`src/rtl/pwm_width_decoder_if.sv`:
```
// PWM decoder port bundle: the sampled PWM line plus the decoded width/status outputs.
// Latency: none (wires only).
// Backpressure: none; width_valid is a one-cycle strobe that the consumer must take when it fires.
interface pwm_width_decoder_if;
  logic       pwm_in;
  logic [3:0] pulse_width;
  logic       width_valid;
  logic       width_ovf;
  logic       period_err;
  logic       signal_lost;

  // Driver of the PWM line / consumer of the decoded result
  modport master (
    output pwm_in,
    input  pulse_width, width_valid, width_ovf, period_err, signal_lost
  );

  // The decoder itself
  modport slave (
    input  pwm_in,
    output pulse_width, width_valid, width_ovf, period_err, signal_lost
  );
endinterface

```
`src/rtl/pwm_width_decoder.sv`:
```
// PWM width decoder: recovers the high time (in units), checks the period and flags a lost signal.
// Latency: width_valid 3 clk after the raw rise that closes a period (+FILTER_CYCLES with PWM_GLITCH_FILTER_EN).
// Backpressure: none; results are strobed and held until the next period closes.
module pwm_width_decoder #(
  parameter int UNIT_CYCLES   = 5000,
  parameter int PERIOD_UNITS  = 20,
  parameter int PERIOD_TOL    = 1,
  parameter int TIMEOUT_UNITS = 40,
  parameter int FILTER_CYCLES = 8
) (
  input  logic               clk_50MHz,
  input  logic               rst_n,
  pwm_width_decoder_if.slave pwm_if
);

  typedef enum logic [1:0] {ST_IDLE, ST_HIGH, ST_LOW} state_t;

  localparam logic [12:0] SUB_LAST = 13'(UNIT_CYCLES - 1);
  localparam logic [12:0] SUB_HALF = 13'(UNIT_CYCLES / 2);
  localparam logic [5:0]  TO_LAST  = 6'(TIMEOUT_UNITS - 1);
  localparam logic [6:0]  P_MIN    = 7'(PERIOD_UNITS - PERIOD_TOL);
  localparam logic [6:0]  P_MAX    = 7'(PERIOD_UNITS + PERIOD_TOL);

  state_t      r_state, w_state_nxt;
  logic        r_sync1, r_sync2, r_pwm_d;
  logic [2:0]  r_fill;
  logic [12:0] r_sub_cnt;
  logic [5:0]  r_hi, r_lo, r_hi_lat, r_to_cnt;
  logic [3:0]  r_pw;
  logic        r_vld, r_ovf, r_err, r_lost;
  logic        w_pwm_s, w_edge_ok, w_rise, w_fall, w_edge, w_wrap, w_round;
  logic [5:0]  w_hi_rnd, w_lo_rnd;
  logic [6:0]  w_period;
  logic        w_to_hit, w_clr_units, w_latch_hi, w_strobe, w_timeout;

  // Synchronize the PWM line; r_fill masks edges until the pipeline holds real samples,
  // so a line that is already high at reset release does not look like a rise.
  always_ff @(posedge clk_50MHz or negedge rst_n) begin
    if (!rst_n) begin
      r_sync1 <= 1'b0;
      r_sync2 <= 1'b0;
      r_pwm_d <= 1'b0;
      r_fill  <= 3'd0;
    end else begin
      r_sync1 <= pwm_if.pwm_in;
      r_sync2 <= r_sync1;
      r_pwm_d <= w_pwm_s;
      if (r_fill != 3'd4) r_fill <= r_fill + 3'd1;
    end
  end

`ifdef PWM_GLITCH_FILTER_EN
  localparam int              FW        = $clog2(FILTER_CYCLES + 1);
  localparam logic [FW-1:0]   FILT_LAST = FW'(FILTER_CYCLES - 1);
  logic [FW-1:0] r_filt_cnt;
  logic          r_filt;

  // Accept a new level only after it has been stable for FILTER_CYCLES clocks
  always_ff @(posedge clk_50MHz or negedge rst_n) begin
    if (!rst_n) begin
      r_filt_cnt <= '0;
      r_filt     <= 1'b0;
    end else if (r_fill < 3'd3) begin
      r_filt     <= r_sync2;
      r_filt_cnt <= '0;
    end else if (r_sync2 == r_filt) begin
      r_filt_cnt <= '0;
    end else if (r_filt_cnt == FILT_LAST) begin
      r_filt     <= r_sync2;
      r_filt_cnt <= '0;
    end else begin
      r_filt_cnt <= r_filt_cnt + 1'b1;
    end
  end
  assign w_pwm_s = r_filt;
`else
  assign w_pwm_s = r_sync2;
`endif

  assign w_edge_ok = (r_fill == 3'd4);
  assign w_rise    = w_edge_ok &  w_pwm_s & ~r_pwm_d;
  assign w_fall    = w_edge_ok & ~w_pwm_s &  r_pwm_d;
  assign w_edge    = w_rise | w_fall;
  // An edge in the wrap cycle wins; the unit it would have added comes back via rounding
  assign w_wrap    = (r_sub_cnt == SUB_LAST) && !w_edge;
  assign w_round   = (r_sub_cnt >= SUB_HALF);
  assign w_hi_rnd  = (w_round && r_hi != 6'd63) ? r_hi + 6'd1 : r_hi;
  assign w_lo_rnd  = (w_round && r_lo != 6'd63) ? r_lo + 6'd1 : r_lo;
  assign w_period  = {1'b0, r_hi_lat} + {1'b0, w_lo_rnd};
  assign w_to_hit  = (r_state != ST_IDLE) && w_wrap && (r_to_cnt == TO_LAST);

  // FSM state register
  always_ff @(posedge clk_50MHz or negedge rst_n) begin
    if (!rst_n) r_state <= ST_IDLE;
    else        r_state <= w_state_nxt;
  end

  // Next state and per-cycle control strobes
  always_comb begin
    w_state_nxt = r_state;
    w_clr_units = 1'b0;
    w_latch_hi  = 1'b0;
    w_strobe    = 1'b0;
    w_timeout   = 1'b0;
    case (r_state)
      ST_IDLE: begin
        if (w_rise) begin
          w_state_nxt = ST_HIGH;
          w_clr_units = 1'b1;
        end
      end
      ST_HIGH: begin
        if (w_to_hit) begin
          w_state_nxt = ST_IDLE;
          w_timeout   = 1'b1;
        end else if (w_fall) begin
          w_state_nxt = ST_LOW;
          w_latch_hi  = 1'b1;
        end
      end
      ST_LOW: begin
        if (w_to_hit) begin
          w_state_nxt = ST_IDLE;
          w_timeout   = 1'b1;
        end else if (w_rise) begin
          w_state_nxt = ST_HIGH;
          w_strobe    = 1'b1;
          w_clr_units = 1'b1;
        end
      end
      default: w_state_nxt = ST_IDLE;
    endcase
  end

  // Timebase, unit counters and timeout counter
  always_ff @(posedge clk_50MHz or negedge rst_n) begin
    if (!rst_n) begin
      r_sub_cnt <= '0;
      r_hi      <= '0;
      r_lo      <= '0;
      r_hi_lat  <= '0;
      r_to_cnt  <= '0;
    end else begin
      r_sub_cnt <= (w_edge || r_sub_cnt == SUB_LAST) ? 13'd0 : r_sub_cnt + 13'd1;
      if (w_clr_units)
        r_hi <= '0;
      else if (r_state == ST_HIGH && w_wrap && r_hi != 6'd63)
        r_hi <= r_hi + 6'd1;
      if (w_clr_units || w_latch_hi)
        r_lo <= '0;
      else if (r_state == ST_LOW && w_wrap && r_lo != 6'd63)
        r_lo <= r_lo + 6'd1;
      if (w_latch_hi) r_hi_lat <= w_hi_rnd;
      if (w_rise)
        r_to_cnt <= '0;
      else if (r_state != ST_IDLE && w_wrap && r_to_cnt != 6'd63)
        r_to_cnt <= r_to_cnt + 6'd1;
    end
  end

  // Result registers: updated on period close, signal_lost set on timeout
  always_ff @(posedge clk_50MHz or negedge rst_n) begin
    if (!rst_n) begin
      r_pw   <= '0;
      r_vld  <= 1'b0;
      r_ovf  <= 1'b0;
      r_err  <= 1'b0;
      r_lost <= 1'b0;
    end else begin
      r_vld <= w_strobe;
      if (w_strobe) begin
        r_pw   <= (r_hi_lat > 6'd15) ? 4'd15 : r_hi_lat[3:0];
        r_ovf  <= (r_hi_lat > 6'd15);
        r_err  <= (w_period < P_MIN) || (w_period > P_MAX);
        r_lost <= 1'b0;
      end else if (w_timeout) begin
        r_lost <= 1'b1;
      end
    end
  end

  assign pwm_if.pulse_width = r_pw;
  assign pwm_if.width_valid = r_vld;
  assign pwm_if.width_ovf   = r_ovf;
  assign pwm_if.period_err  = r_err;
  assign pwm_if.signal_lost = r_lost;

endmodule

```
`src/flat_wrapper.sv`:
```
// flat-port wrapper written by rule: the top's interface ports become plain ports
module pwm_width_decoder_flat 
#(
  parameter int UNIT_CYCLES   = 5000,
  parameter int PERIOD_UNITS  = 20,
  parameter int PERIOD_TOL    = 1,
  parameter int TIMEOUT_UNITS = 40,
  parameter int FILTER_CYCLES = 8
)
  (clk_50MHz, rst_n, pwm_if_pwm_in, pwm_if_pulse_width, pwm_if_width_valid, pwm_if_width_ovf, pwm_if_period_err, pwm_if_signal_lost);
  pwm_width_decoder_if pwm_if_i ();
  input  logic clk_50MHz;
  input  logic rst_n;
  input wire logic [$bits(pwm_if_i.pwm_in)-1:0] pwm_if_pwm_in;
  output wire logic [$bits(pwm_if_i.pulse_width)-1:0] pwm_if_pulse_width;
  output wire logic [$bits(pwm_if_i.width_valid)-1:0] pwm_if_width_valid;
  output wire logic [$bits(pwm_if_i.width_ovf)-1:0] pwm_if_width_ovf;
  output wire logic [$bits(pwm_if_i.period_err)-1:0] pwm_if_period_err;
  output wire logic [$bits(pwm_if_i.signal_lost)-1:0] pwm_if_signal_lost;
  assign pwm_if_i.pwm_in = pwm_if_pwm_in;
  assign pwm_if_pulse_width = pwm_if_i.pulse_width;
  assign pwm_if_width_valid = pwm_if_i.width_valid;
  assign pwm_if_width_ovf = pwm_if_i.width_ovf;
  assign pwm_if_period_err = pwm_if_i.period_err;
  assign pwm_if_signal_lost = pwm_if_i.signal_lost;
  pwm_width_decoder #(.UNIT_CYCLES(UNIT_CYCLES), .PERIOD_UNITS(PERIOD_UNITS), .PERIOD_TOL(PERIOD_TOL), .TIMEOUT_UNITS(TIMEOUT_UNITS), .FILTER_CYCLES(FILTER_CYCLES)) u_core (.clk_50MHz(clk_50MHz), .rst_n(rst_n), .pwm_if(pwm_if_i));
endmodule
```
`config.mk`:
```
export PLATFORM = sky130hd
export DESIGN_NAME = pwm_width_decoder_flat
export DESIGN_NICKNAME = d
export VERILOG_FILES = /design/src/rtl/pwm_width_decoder_if.sv /design/src/rtl/pwm_width_decoder.sv /design/src/flat_wrapper.sv
export SDC_FILE = /design/constraint.sdc
export NUM_CORES = 1
export LEC_CHECK = 0
export BUFFER_PORTS_ARGS = -buffer_cell sky130_fd_sc_hd__clkbuf_2
export CORE_MARGIN = 2
export CORE_UTILIZATION = 55
export CTS_CLUSTER_SIZE = 16
export DETAILED_ROUTE_END_ITERATION = 10
export PLACE_DENSITY = 0.82
export SLEW_MARGIN = 5
export SYNTH_ARGS = -nofsm -noshare
export SYNTH_HDL_FRONTEND = slang
export SYNTH_SLANG_ARGS = --single-unit
```
`constraint.sdc`:
```
create_clock -name clk_50MHz -period 2.8 [get_ports clk_50MHz]
set_input_delay 0.56 -clock clk_50MHz [delete_from_list [all_inputs] [get_ports clk_50MHz]]
set_output_delay 0.56 -clock clk_50MHz [all_outputs]
set_load 0.01 [all_outputs]
```
-- Word-level counts from Yosys, hierarchy flattened
Cells that the tools add are included.
- add/sub/neg operators: 6
- magnitude comparators: 4
- equal/unequal tests: 10
- multiplexer cells: 26
- bitwise gates (word level): 7
- reductions and logical operators: 21
- operators by type and width (operator ; count):
    6-bit 2-to-1 mux ; 8
    6-bit by 1-bit adder with 6-bit output, second input constant ; 3
    6-bit inequality test, second input constant ; 3
    13-bit by 1-bit adder with 13-bit output, second input constant ; 1
    13-bit equality test, second input constant ; 1
    13-bit by 12-bit greater-or-equal comparator with 1-bit output, second input constant ; 1
    13-bit 2-to-1 mux ; 1
    1-bit logical AND ; 10
    1-bit 2-to-1 mux ; 10
    2-bit nonzero test ; 5
    2-bit 2-to-1 mux ; 4
    6-bit by 6-bit adder with 7-bit output ; 1
    7-bit by 5-bit > comparator with 1-bit output, second input constant ; 1
    7-bit by 5-bit < comparator with 1-bit output, second input constant ; 1
    6-bit equality test, second input constant ; 1
    6-bit by 4-bit > comparator with 1-bit output, second input constant ; 1
    2-bit case mux with 3 select lines ; 1
    1-bit bitwise AND ; 4
    4-bit 2-to-1 mux ; 1
    3-bit by 1-bit adder with 3-bit output, second input constant ; 1
    3-bit equality test, second input constant ; 1
    1-bit logical OR ; 3
    3-bit by 1-bit inequality test with 1-bit output, second input constant ; 1
    3-bit inequality test, second input constant ; 1
    other kinds (8) ; 9
- flip-flop bits (word level): 53
- bits of input ports: 3
- output and inout port bits: 8
- word-level logic and storage cells: 89

-- Logic depth before layout (Yosys ltp)
Gate-level depths: netlist of run 1.
- depth after elaboration: 12
- depth in mapped cells: 12
- depth with buffers taken out: 12

-- Worst setup path before layout of run 1
No wires, ideal clock.
- path type: flip-flop to flip-flop
- start: reg u_core.r_lo[0]
- end: reg u_core.r_err (netlist: u_core.pwm_if.period_err)
- setup time: 0.141 ns
- arrival: 2.586 ns
- data required time: 2.659 ns
- path slack: 0.072 ns
- cell stages (with the launch flop): 12
- path buffers: 0
- clock period less this slack: 2.728 ns
- path through: dfrtp_1 ha_1 nand2_1 or2_2 nand2_1 mux2_2 fa_1 nand3_1 and2_1 xor2_1 o41ai_1 a31oi_1
- word-level cells in the longest chain between the ends: 6
- elaborated cells between the ends (all ways): 8
- classes of those cells: add/sub: 2; order compare: 2; eq/ne: 1; mux: 1; reduce/logical: 2
- ends and longest elaborated chain (what ; line ; text):
    from (decl) ; pwm_width_decoder.sv:28 ; logic [5:0] r_hi, r_lo, r_hi_lat, r_to_cnt;
    from (signal assigned) ; pwm_width_decoder.sv:152 ; r_lo <= r_lo + 6'd1;
    parallel branches: the longest is 2 deep, another holds 6-bit by 1-bit adder with 6-bit output ; -- ;
    6-bit 2-to-1 mux * ; pwm_width_decoder.sv:88 ; assign w_lo_rnd = (w_round && r_lo != 6'd63) ? r_lo + 6'd1 : r_lo;
    6-bit by 6-bit adder with 7-bit output * ; pwm_width_decoder.sv:89 ; assign w_period = {1'b0, r_hi_lat} + {1'b0, w_lo_rnd};
    7-bit by 5-bit < comparator with 1-bit output / 7-bit by 5-bit > comparator with 1-bit output (equally long branches) ; pwm_width_decoder.sv:174 ; r_err <= (w_period < P_MIN) || (w_period > P_MAX);
    1-bit logical OR * ; pwm_width_decoder.sv:174 ;
    to (signal assigned) ; pwm_width_decoder.sv:174 ;
    to (decl) ; pwm_width_decoder.sv:30 ; logic r_vld, r_ovf, r_err, r_lost;
Every way passes the cells marked *.
A chain may end at the register's enable or synchronous reset.

-- Worst setup path after layout of run 1
Ends and elaborated chain as after synthesis.

==> results of run 1 <==
-- area by class of cell --
type,count,area [um2]
Timing Repair Buffer,24,155
Fill cell,437,2030
Multi-Input combinational cell,235,1640
Clock buffer,6,82.6
Tap cell,72,90.1
Inverter,12,45.0
Sequential cell,53,1330
Clock inverter,2,37.5
-- cell families after synthesis --
kind of cell,after synthesis,synth area share [%]
buffers and inverters,18,2.77
AO/OA/AOI/OAI,52,11.1
flip-flops,53,43.8
AND/OR/NAND/NOR,129,23.5
adder cells (fa/ha/maj),19,8.10
multiplexers,10,3.51
XOR/XNOR,25,7.23
-- placed cells by master, fill, tap and decap left out, types with 5 or more instances in the layout --
cell type	n
dfrtp_1	52
nor2_1	40
ha_1	18
nand3_1	16
a21oi_1	16
nand2_1	14
buf_4	14
xor2_1	13
inv_1	12
xnor2_1	12
nand4_1	10
o21ai_0	10
clkbuf_2	10
and3_1	8
nor3_1	7
clkbuf_8	6
mux2i_1	5
a21o_1	5
-- power by group through the flow --
stage	sequential [mW]	clock, mW	combinational [mW]
after global routing	0.886	0.582	0.416
after floorplan	0.908	0	0.221
after detailed placement	0.892	0	0.366
after global placement	0.887	0	0.353
final	0.877	0.540	0.369
after CTS	0.876	0.549	0.369
-- worst register-to-register path, cell delays in order (launching register included) --
cell	delay (ns)
dfrtp_1	0.37
ha_1	0.17
nand2_1	0.06
or2_2	0.33
nand2_2	0.12
mux2_2	0.38
fa_2	0.39
nand3_2	0.09
and2_1	0.14
xor2_1	0.06
o41ai_1	0.31
a31oi_1	0.12
-- how the worst max path moves through the flow --
| stage | startpoint | to | slack, ns | depth (start not counted) |
|---|---|---|---|---|
| floorplan | u_core.r_lo[0] | u_core.pwm_if.period_err | 0.07 | 11 |
| global placement | u_core.r_lo[0] | u_core.pwm_if.period_err | 0.11 | 11 |
| detailed placement | u_core.r_lo[0] | u_core.pwm_if.period_err | 0.05 | 11 |
| CTS | u_core.r_lo[0] | u_core.pwm_if.period_err | 0.03 | 11 |
| global route | u_core.r_sub_cnt[7] | u_core.pwm_if.period_err | 0.03 | 11 |
| finish | u_core.r_lo[0] | u_core.pwm_if.period_err | 0.15 | 11 |
-- cell usage after synthesis (all sizes together), types with 4 or more instances --
library cell   n
and2           5
dfrtp         53
mux2           5
inv           12
nand3         18
nor2          40
mux2i          5
nor2b          4
o21ai         11
a21o           5
and3           8
xnor2         12
ha            18
nor3           9
xor2          13
or3            6
nand2         15
nand4         11
a21oi         17
-- sequential cells by signal (all words and copies together), names as in the netlist, 2 cells and up --
name                       cells
u_core.r_to_cnt                6
u_core.pwm_if.pulse_width      4
u_core.r_fill                  3
u_core.r_hi_lat                6
u_core.r_state                 2
u_core.r_sub_cnt              13
u_core.r_hi                    6
u_core.r_lo                    6
-- routing by layer --
layer	global-route usage (%)	vias to the layer above	part of all wire, %
met1	28.1	1162	46
met3	3.79	2	4.0
li1	-	1138	-
met4	4.39	0	0.39
met2	34.6	58	49
met5	0	-	0
-- per-stage QoR --
stage / setup slack (ns) / std cells
global route: 0.0254 / 404
detailed placement: 0.0547 / 395
CTS: 0.0295 / 403
floorplan: 0.0722 / 306
global placement: 0.111 / 395
finish: 0.151 / 404
-- what timing repair did --
item / CTS / global route
setup buffers: 0 / 1
endpoints found under the setup margin: 0 / 1
gates resized for setup: 0 / 6
endpoints found under the hold margin: 0 / 0
==> results by group, run 1 <==
Global route
  • Largest net degree at the start of global routing: 35
  • Antenna violations before repair: 0
  • GRT Util Overall: 20.6%
  • Total grt overflow: 0
  • Vias in the first global route: 2249
  • First-pass GRT wire length: 10200 um

Setup path
  • R2R Path Start: u_core.r_lo[0]
  • Critical path peak fanout: 4
  • Critical Path Source Type: flop
  • Max stage delay on crit path: 0.39 ns
  • Reg2Reg Setup Slack: 0.15 ns
  • Crit path cell chain: ha_1, nand2_1, or2_2, nand2_2, mux2_2, fa_2, nand3_2, and2_1, xor2_1, o41ai_1, a31oi_1
  • Cell count of the worst reg-to-reg path: 11
  • CP endpoint kind: flop
  • CP bufs+invs: 0
  • Setup CP Type: reg2reg
  • Reg-to-Reg End: u_core.pwm_if.period_err
  • CP max stage cell: fa_2
  • Req. time, crit path: 2.98 ns
  • Worst EP arrival: 2.83 ns
  • CP delay by family, top: simple AND/OR/NAND/NOR gates

Routing
  • Post-Route WL: 5940 um
  • Starting DRC count in detailed routing: 138
  • Initial DRT Pass Iterations: 4
  • Wire per inst: 14.7 um
  • Antenna-violating nets left: 0
  • Vias/cell: 5.84
  • Via count: 2360
  • DRC: 0

Layout
  • Fin area: 3380 um2
  • Fin util: 62.5%
  • Share of layout cells above drive strength 1: 16.9%
  • Antenna Cells: 0
  • Syn-to-layout area delta: 11.5%
  • # nets final: 353

Timing
  • RSZ-0062 raised after global routing: false
  • Max Slew Vio Count: 0
  • Slew @ Worst Pin: 0.716 ns
  • Setup_tns: 0 ns
  • Hold Vio Cnt, Final: 0
  • Worst hold slack: 0.198 ns
  • Fin crit share: 94.6%
  • Crit path time final: 2.65 ns
  • Slew headroom: 51.8%
  • Skew final: 0.00708 ns
  • Final number of setup-violating endpoints: 0
  • Fmax: 0.378 GHz

Floorplan
  • I/O pins: 11
  • Core area: 5410 um2
  • Initial Util: 56.0%
  • Site Rows: 27
  • Die W: 78.2 um
  • Die height: 78.2 um
  • DIE AREA: 6120 um2

Power
  • Comb power frac: 20.7%
  • Sequential power share: 49.1%
  • PwrDens: 529 nW/um2
  • Cell-internal power: 1.26 mW
  • Leakage: 1.59 nW
  • Switch Pwr: 0.528 mW
  • VDD IR-drop max: 0.377 mV
  • Tot Pwr: 1.79 mW
  • Sw Share: 29.6%
  • Clock power frac: 30.2%

Clock tree
  • Clock sink count: 53
  • CTS tree: done
  • Htree depth: 2
  • CTS clock-pin slew for the worst setup and hold paths: 0.10 ns
  • Hold buffers post-CTS: 0
  • Clock root buffer: clkbuf_8
  • Num CTS Buffers: 5
  • Clk buf depth: 2
  • Clock latency on the worst-skew pair: 0.30 ns

Yosys
  • Register area share after synthesis: 43.8%
  • Top FF cell, synth: dfrtp_1
  • Yosys top cell by area: dfrtp_1
  • Yosys top cell area share: 43.8%
  • Yosys synthesis warning count: 0
  • Post-synth ARST share: 100%
  • Number of synthesized flops with an enable pin: 0
  • Syn nets: 328
  • Post-Syn Area: 3030 um2
  • Synth unique cells: 55
  • Area contributors post-synth: dfrtp_1 44%, ha_1 7.4%, nor2_1 5.0%
  • Synthesized flop and latch total: 53
  • Mapped Avg Cell Area: 9.90 um2
  • Cells after synthesis: 306

Placed design
  • DP HPWL: 4380 um
  • Placed Area: 3230 um2
  • Final GP Congestion: 0.837
  • Port buffer count: 10

Status
  • Outcome: finished clean

Flow run
  • Max-cap viol count: 0

Min path
  • Hold WC Path Type: in2async
Note: power is estimated with default switching activity, not from simulation.
==> run 2: changes to the inputs <==
--- a/config.mk
+++ b/config.mk
@@ -5,7 +5,7 @@
 export SDC_FILE = /design/constraint.sdc
 export NUM_CORES = 1
 export LEC_CHECK = 0
-export BUFFER_PORTS_ARGS = -buffer_cell sky130_fd_sc_hd__clkbuf_2
+export BUFFER_PORTS_ARGS = -buffer_cell sky130_fd_sc_hd__buf_2
 export CORE_MARGIN = 2
 export CORE_UTILIZATION = 55
 export CTS_CLUSTER_SIZE = 16
==> results by group, run 2 (synthesis gave the netlist of run 1 again) <==
Setup path
  • CP max stage cell: fa_2
  • CP delay by family, top: simple AND/OR/NAND/NOR gates
  • CP endpoint kind: flop
  • Max stage delay on crit path: 0.37 ns (-0.02 ns)
  • Critical path peak fanout: 4 (unchanged)
  • CP bufs+invs: 0 (unchanged)
  • Critical Path Source Type: flop
  • Reg2Reg Setup Slack: 0.13 ns (-0.02 ns)
  • Setup CP Type: reg2reg
  • Cell count of the worst reg-to-reg path: 11 (unchanged)
  • Crit path cell chain: ha_1, nand2_1, or2_2, nand2_4, mux2_2, fa_2, nand3_1, and2_1, xor2_1, o41ai_2, a31oi_1
  • Worst EP arrival: 2.85 ns (+0.02 ns)
  • Req. time, crit path: 2.99 ns (about the same)
  • WP depth: 11 (unchanged)

Timing
  • Slew @ Worst Pin: 0.851 ns (+0.136 ns)
  • Skew final: 0.00842 ns (+0.00135 ns)
  • Fmax: 0.375 GHz (-0.70%)
  • Hold Vio Cnt, Final: 0 (unchanged)
  • Fin crit share: 95.3% (+0.66 points)
  • Crit path time final: 2.67 ns (+0.0186 ns)
  • Max Slew Vio Count: 0 (unchanged)
  • Final number of setup-violating endpoints: 0 (unchanged)
  • Slew headroom: 42.6% (-9.1 points)

Power
  • Sequential power share: 52.7% (+3.6 points)
  • PwrDens: 494 nW/um2 (-6.6%)
  • Cell-internal power: 1.14 mW (-9.3%)
  • Comb power frac: 22.3% (+1.6 points)
  • VDD IR-drop max: 0.341 mV (-9.7%)
  • Sw Share: 31.1% (+1.5 points)
  • Clock power frac: 25.0% (-5.2 points)
  • Leakage: 1.59 nW (+0.12%)
  • Switch Pwr: 0.514 mW (-2.6%)
  • Tot Pwr: 1.65 mW (-7.3%)

Floorplan
  • Core area: 5410 um2 (unchanged)
  • I/O pins: 11 (unchanged)
  • DIE AREA: 6120 um2 (unchanged)
  • Die W: 78.2 um (unchanged)
  • Die height: 78.2 um (unchanged)
  • Initial Util: 56.0% (unchanged)
  • Site Rows: 27 (unchanged)

Routing
  • Post-Route WL: 5930 um (-0.19%)
  • Antenna-violating nets left: 0 (unchanged)
  • Starting DRC count in detailed routing: 125 (-9.4%)
  • Vias/cell: 5.81 (-0.54%)
  • Wire per inst: 14.6 um (-0.43%)
  • Via count: 2353 (-0.30%)
  • DRC: 0 (unchanged)
  • Initial DRT Pass Iterations: 4 (unchanged)

Layout
  • Fin area: 3350 um2 (-0.78%)
  • Share of layout cells above drive strength 1: 16.2% (-0.65 points)
  • # nets final: 354 (+0.28%)
  • Max reg flops: 13 (unchanged)
  • Commonest non-fill, non-tap cell in the layout: dfrtp_1
  • Syn-to-layout area delta: 10.6%
  • FF+latch area: 1330 um2 (about the same)
  • Leading cell types in the layout, fill and taps excluded: 53 x dfrtp_1, 40 x nor2_1, 18 x ha_1
  • Fill count: 467 (+6.9%)
  • Area occupied by multi-input gates: 1640 um2 (+0.31%)
  • Antenna Cells: 0 (unchanged)
  • Largest register by flop count: u_core.r_sub_cnt

Clock tree
  • Clock sink count: 53 (unchanged)
  • CTS clock-pin slew for the worst setup and hold paths: 0.09 ns (about the same)
  • Num CTS Buffers: 5 (unchanged)
  • CTS tree: done
  • Clock root buffer: clkbuf_8
  • Clock latency on the worst-skew pair: 0.30 ns (about the same)
  • Clk buf depth: 2 (unchanged)
  • Htree depth: 2 (unchanged)

Placed design
  • Placed Area: 3240 um2 (+0.23%)
  • Final GP Congestion: 0.866 (+3.5%)
  • Port buffer count: 10 (unchanged)
  • DP HPWL: 4350 um (-0.66%)

Status
  • Outcome: finished clean

Global route
  • GRT Util Overall: 21.3% (+0.67 points)
  • Antenna violations before repair: 0 (unchanged)
  • Largest net degree at the start of global routing: 42 (+20%)
  • Total grt overflow: 0 (unchanged)
  • Vias in the first global route: 2280 (+1.4%)
  • First-pass GRT wire length: 10400 um (+1.6%)

Min path
  • Hold WC Path Type: in2async

Flow run
  • Max-cap viol count: 0 (unchanged)
## run 2: what timing repair did
| action | in CTS | in global routing |
|---|---|---|
| setup endpoints to repair | 1 | 1 |
| buffers inserted | 0 | 1 |
| resized for setup | 2 | 3 |
| pin swaps | 0 | 1 |
| hold buffers | 0 | 0 |
## run 2: area by class of cell
| class | instances | area share [%] |
|---|---|---|
| Clock buffer | 6 | 2.17 |
| Clock inverter | 2 | 0.299 |
| Inverter | 12 | 1.34 |
| Multi-Input combinational cell | 235 | 49.1 |
| Sequential cell | 53 | 39.6 |
| Tap cell | 72 | 2.69 |
| Timing Repair Buffer | 25 | 4.85 |
## run 2: power by group through the flow
stage | Combinational, mW | Sequential (mW) | Clock (mW)
after floorplan | 0.221 | 0.908 | 0
after global placement | 0.355 | 0.887 | 0
after detailed placement | 0.365 | 0.888 | 0
after CTS | 0.368 | 0.873 | 0.430
after global routing | 0.414 | 0.884 | 0.465
final | 0.368 | 0.872 | 0.414
## run 2: worst paths after layout
check | start | endpoint
max in group asynchronous | rst_n | u_core.r_sub_cnt[0]
worst min-delay path | rst_n | u_core.pwm_if.period_err
worst min register to register | u_core.r_sync1 | u_core.r_sync2
min in group clk_50MHz | u_core.r_sync1 | u_core.r_sync2
worst max register to register | u_core.r_lo[0] | u_core.pwm_if.period_err
worst max-delay path | u_core.r_lo[0] | u_core.pwm_if.period_err
## run 2: through the flow
step	std cells	worst slack, ns	hold slack (ns)	TNS (ns)	utilization (%)
floorplan	306	0.0722	0.264	0	-
global placement	396	0.117	0.334	0	59.9
detailed placement	396	-0.0300	0.340	-0.0300	59.9
CTS	404	0.0638	0.134	0	61.6
global route	405	-0.00809	0.129	-0.00809	62.0
finish	405	0.133	0.125	0	62.0
## run 2: layer usage
layer | GRT usage [%] | part of all wire, % | up-vias
met5 | 0 | 0 | -
met1 | 28.4 | 46 | 1153
li1 | - | - | 1141
met4 | 6.49 | 1.7 | 0
met3 | 3.56 | 3.4 | 10
met2 | 35.7 | 49 | 49
## run 2: worst register-to-register path, delay by kind of cell (launching register included)
kind            cells  cell delay [ns]
mux                 1             0.36
flops               1             0.36
compound gates      2             0.41
fa+ha+maj           2             0.55
simple gates        5             0.79
xor+xnor            1             0.09
==> run 3: changes to the inputs <==
--- a/config.mk
+++ b/config.mk
@@ -6,11 +6,10 @@
 export NUM_CORES = 1
 export LEC_CHECK = 0
 export BUFFER_PORTS_ARGS = -buffer_cell sky130_fd_sc_hd__buf_2
-export CORE_MARGIN = 2
-export CORE_UTILIZATION = 55
+export CORE_UTILIZATION = 40
 export CTS_CLUSTER_SIZE = 16
 export DETAILED_ROUTE_END_ITERATION = 10
-export PLACE_DENSITY = 0.82
+export PLACE_DENSITY = 0.65
 export SLEW_MARGIN = 5
 export SYNTH_ARGS = -nofsm -noshare
 export SYNTH_HDL_FRONTEND = slang
==> results by group, run 3 (synthesis gave the netlist of run 1 again) <==
Status
  • Outcome: finished clean

Placed design
  • Final GP Congestion: 0.800 (-7.6%)
  • Dpl ws: 0.0478 ns (+0.0778 ns)
  • DP HPWL: 4390 um (+0.97%)
  • Placed Area: 3300 um2 (+2.0%)
  • Dpl cells: 427 (+7.8%)
  • Port buffer count: 10 (unchanged)

Floorplan
  • Initial Util: 41.5% (-15 points)
  • I/O pins: 11 (unchanged)
  • DIE AREA: 7920 um2 (+30%)
  • Core area: 7290 um2 (+35%)
  • Site Rows: 31 (+15%)
  • Die height: 89.0 um (+14%)
  • Die W: 89.0 um (+14%)

Setup path
  • CP delay by family, top: simple AND/OR/NAND/NOR gates
  • Setup CP Type: reg2reg
  • Req. time, crit path: 3.00 ns (about the same)
  • CP bufs+invs: 0 (unchanged)
  • Max stage delay on crit path: 0.38 ns (about the same)
  • Crit path cell chain: ha_1, nand2_1, or2_2, nand2_2, mux2_2, fa_2, nand3_1, and2_1, xor2_1, o41ai_2, a31oi_1
  • Critical Path Source Type: flop
  • CP endpoint kind: flop
  • Critical path peak fanout: 4 (unchanged)
  • CP max stage cell: mux2_2
  • Worst EP arrival: 2.84 ns (about the same)

Routing
  • Wire per inst: 13.5 um (-8.1%)
  • Vias/cell: 5.21 (-10%)
  • Post-Route WL: 5850 um (-1.3%)
  • Starting DRC count in detailed routing: 118 (-5.6%)
  • Antenna-violating nets left: 0 (unchanged)
  • Via count: 2267 (-3.7%)
  • DRC: 0 (unchanged)
  • Initial DRT Pass Iterations: 4 (unchanged)

Layout
  • Area occupied by multi-input gates: 1640 um2 (-0.38%)
  • Fin util: 47.0% (-15 points)
  • Fill count: 715 (+53%)
  • Max reg flops: 13 (unchanged)
  • FF+latch area: 1330 um2 (unchanged)
  • Largest register by flop count: u_core.r_sub_cnt
  • Syn-to-layout area delta: 13.2%
  • # nets final: 357 (+0.85%)
  • Fin cells: 435 (+7.4%)
  • Leading cell types in the layout, fill and taps excluded: 53 x dfrtp_1, 40 x nor2_1, 18 x ha_1, 18 x buf_4
  • Fin area: 3430 um2 (+2.4%)
  • Commonest non-fill, non-tap cell in the layout: dfrtp_1
  • Antenna Cells: 0 (unchanged)
  • Share of layout cells above drive strength 1: 17.0% (+0.75 points)

Global route
  • First-pass GRT wire length: 10300 um (-0.86%)
  • Vias in the first global route: 2281 (+0.044%)
  • Total grt overflow: 0 (unchanged)
  • GRT Util Overall: 16.9% (-4.3 points)
  • Antenna violations before repair: 0 (unchanged)
  • Largest net degree at the start of global routing: 27 (-36%)

Power
  • Tot Pwr: 1.78 mW (+7.3%)
  • PwrDens: 518 nW/um2 (+4.9%)
  • Leakage: 1.62 nW (+1.5%)
  • VDD IR-drop max: 0.209 mV (-39%)

Timing
  • Setup_tns: 0 ns (unchanged)
  • Final number of setup-violating endpoints: 0 (unchanged)
  • Crit path time final: 2.64 ns (-0.0302 ns)
  • Skew final: 0.0121 ns (+0.00372 ns)
  • Fmax: 0.379 GHz (+1.1%)
  • Post-route setup slack: 0.163 ns (+0.0302 ns)
  • Hold Vio Cnt, Final: 0 (unchanged)
  • Max Slew Vio Count: 0 (unchanged)
  • Worst hold slack: 0.239 ns (+0.114 ns)
  • Slew headroom: 48.4% (+5.8 points)
  • Fin crit share: 94.2% (-1.1 points)
  • Slew @ Worst Pin: 0.766 ns (-0.0858 ns)

Clock tree
  • Post_cts resized: 0 (-2)
  • Clock sink count: 53 (unchanged)
  • Num CTS Buffers: 5 (unchanged)
  • CTS tree: done
  • Clock latency on the worst-skew pair: 0.32 ns (+0.02 ns)
  • Clock root buffer: clkbuf_8
  • Setup Buffers After CTS: 0 (unchanged)
  • CTS clock-pin slew for the worst setup and hold paths: 0.10 ns (about the same)
  • Htree depth: 2 (unchanged)
  • Clk buf depth: 2 (unchanged)
  • Hold buffers post-CTS: 0 (unchanged)

Min path
  • Hold WC Path Type: in2async

Flow run
  • Max-cap viol count: 0 (unchanged)
-- run 3: final timing paths --
check                                                 end            from  depth (start not counted)  slack (ns)
worst max-delay path             u_core.pwm_if.period_err  u_core.r_lo[0]                         11        0.16
worst min-delay path                       u_core.r_pwm_d           rst_n                          1        0.24
worst max register to register   u_core.pwm_if.period_err  u_core.r_lo[0]                         11        0.16
worst min register to register             u_core.r_sync2  u_core.r_sync1                          0        0.36
max in group asynchronous       u_core.pwm_if.signal_lost           rst_n                          2        1.92
min in group clk_50MHz                     u_core.r_sync1   pwm_if_pwm_in                          1        0.34
-- run 3: final cells by class --
cell class,count,area share [%]
clock inverter,2,1.13
tap,99,3.61
clock buffer,6,2.12
multi-input combinational,235,47.8
sequential,53,38.7
inverter,12,1.31
timing repair buffer,28,5.40
-- run 3: routing by layer --
layer / part of all wire (%) / track usage, % / routed length, um
met1: 48 / 21.8 / 2800
met2: 48 / 28.3 / 2830
met3: 2.7 / 3.97 / 159
met4: 1.1 / 5.34 / 66
met5: 0 / 0 / 0
-- run 3: where the power goes --
group	leakage [nW]	switching (mW)	total, mW	internal [mW]
registers	0.712	0.0416	0.873	0.831
logic	0.850	0.227	0.366	0.139
clock network	0.0554	0.269	0.538	0.269
total	1.62	0.537	1.78	1.24
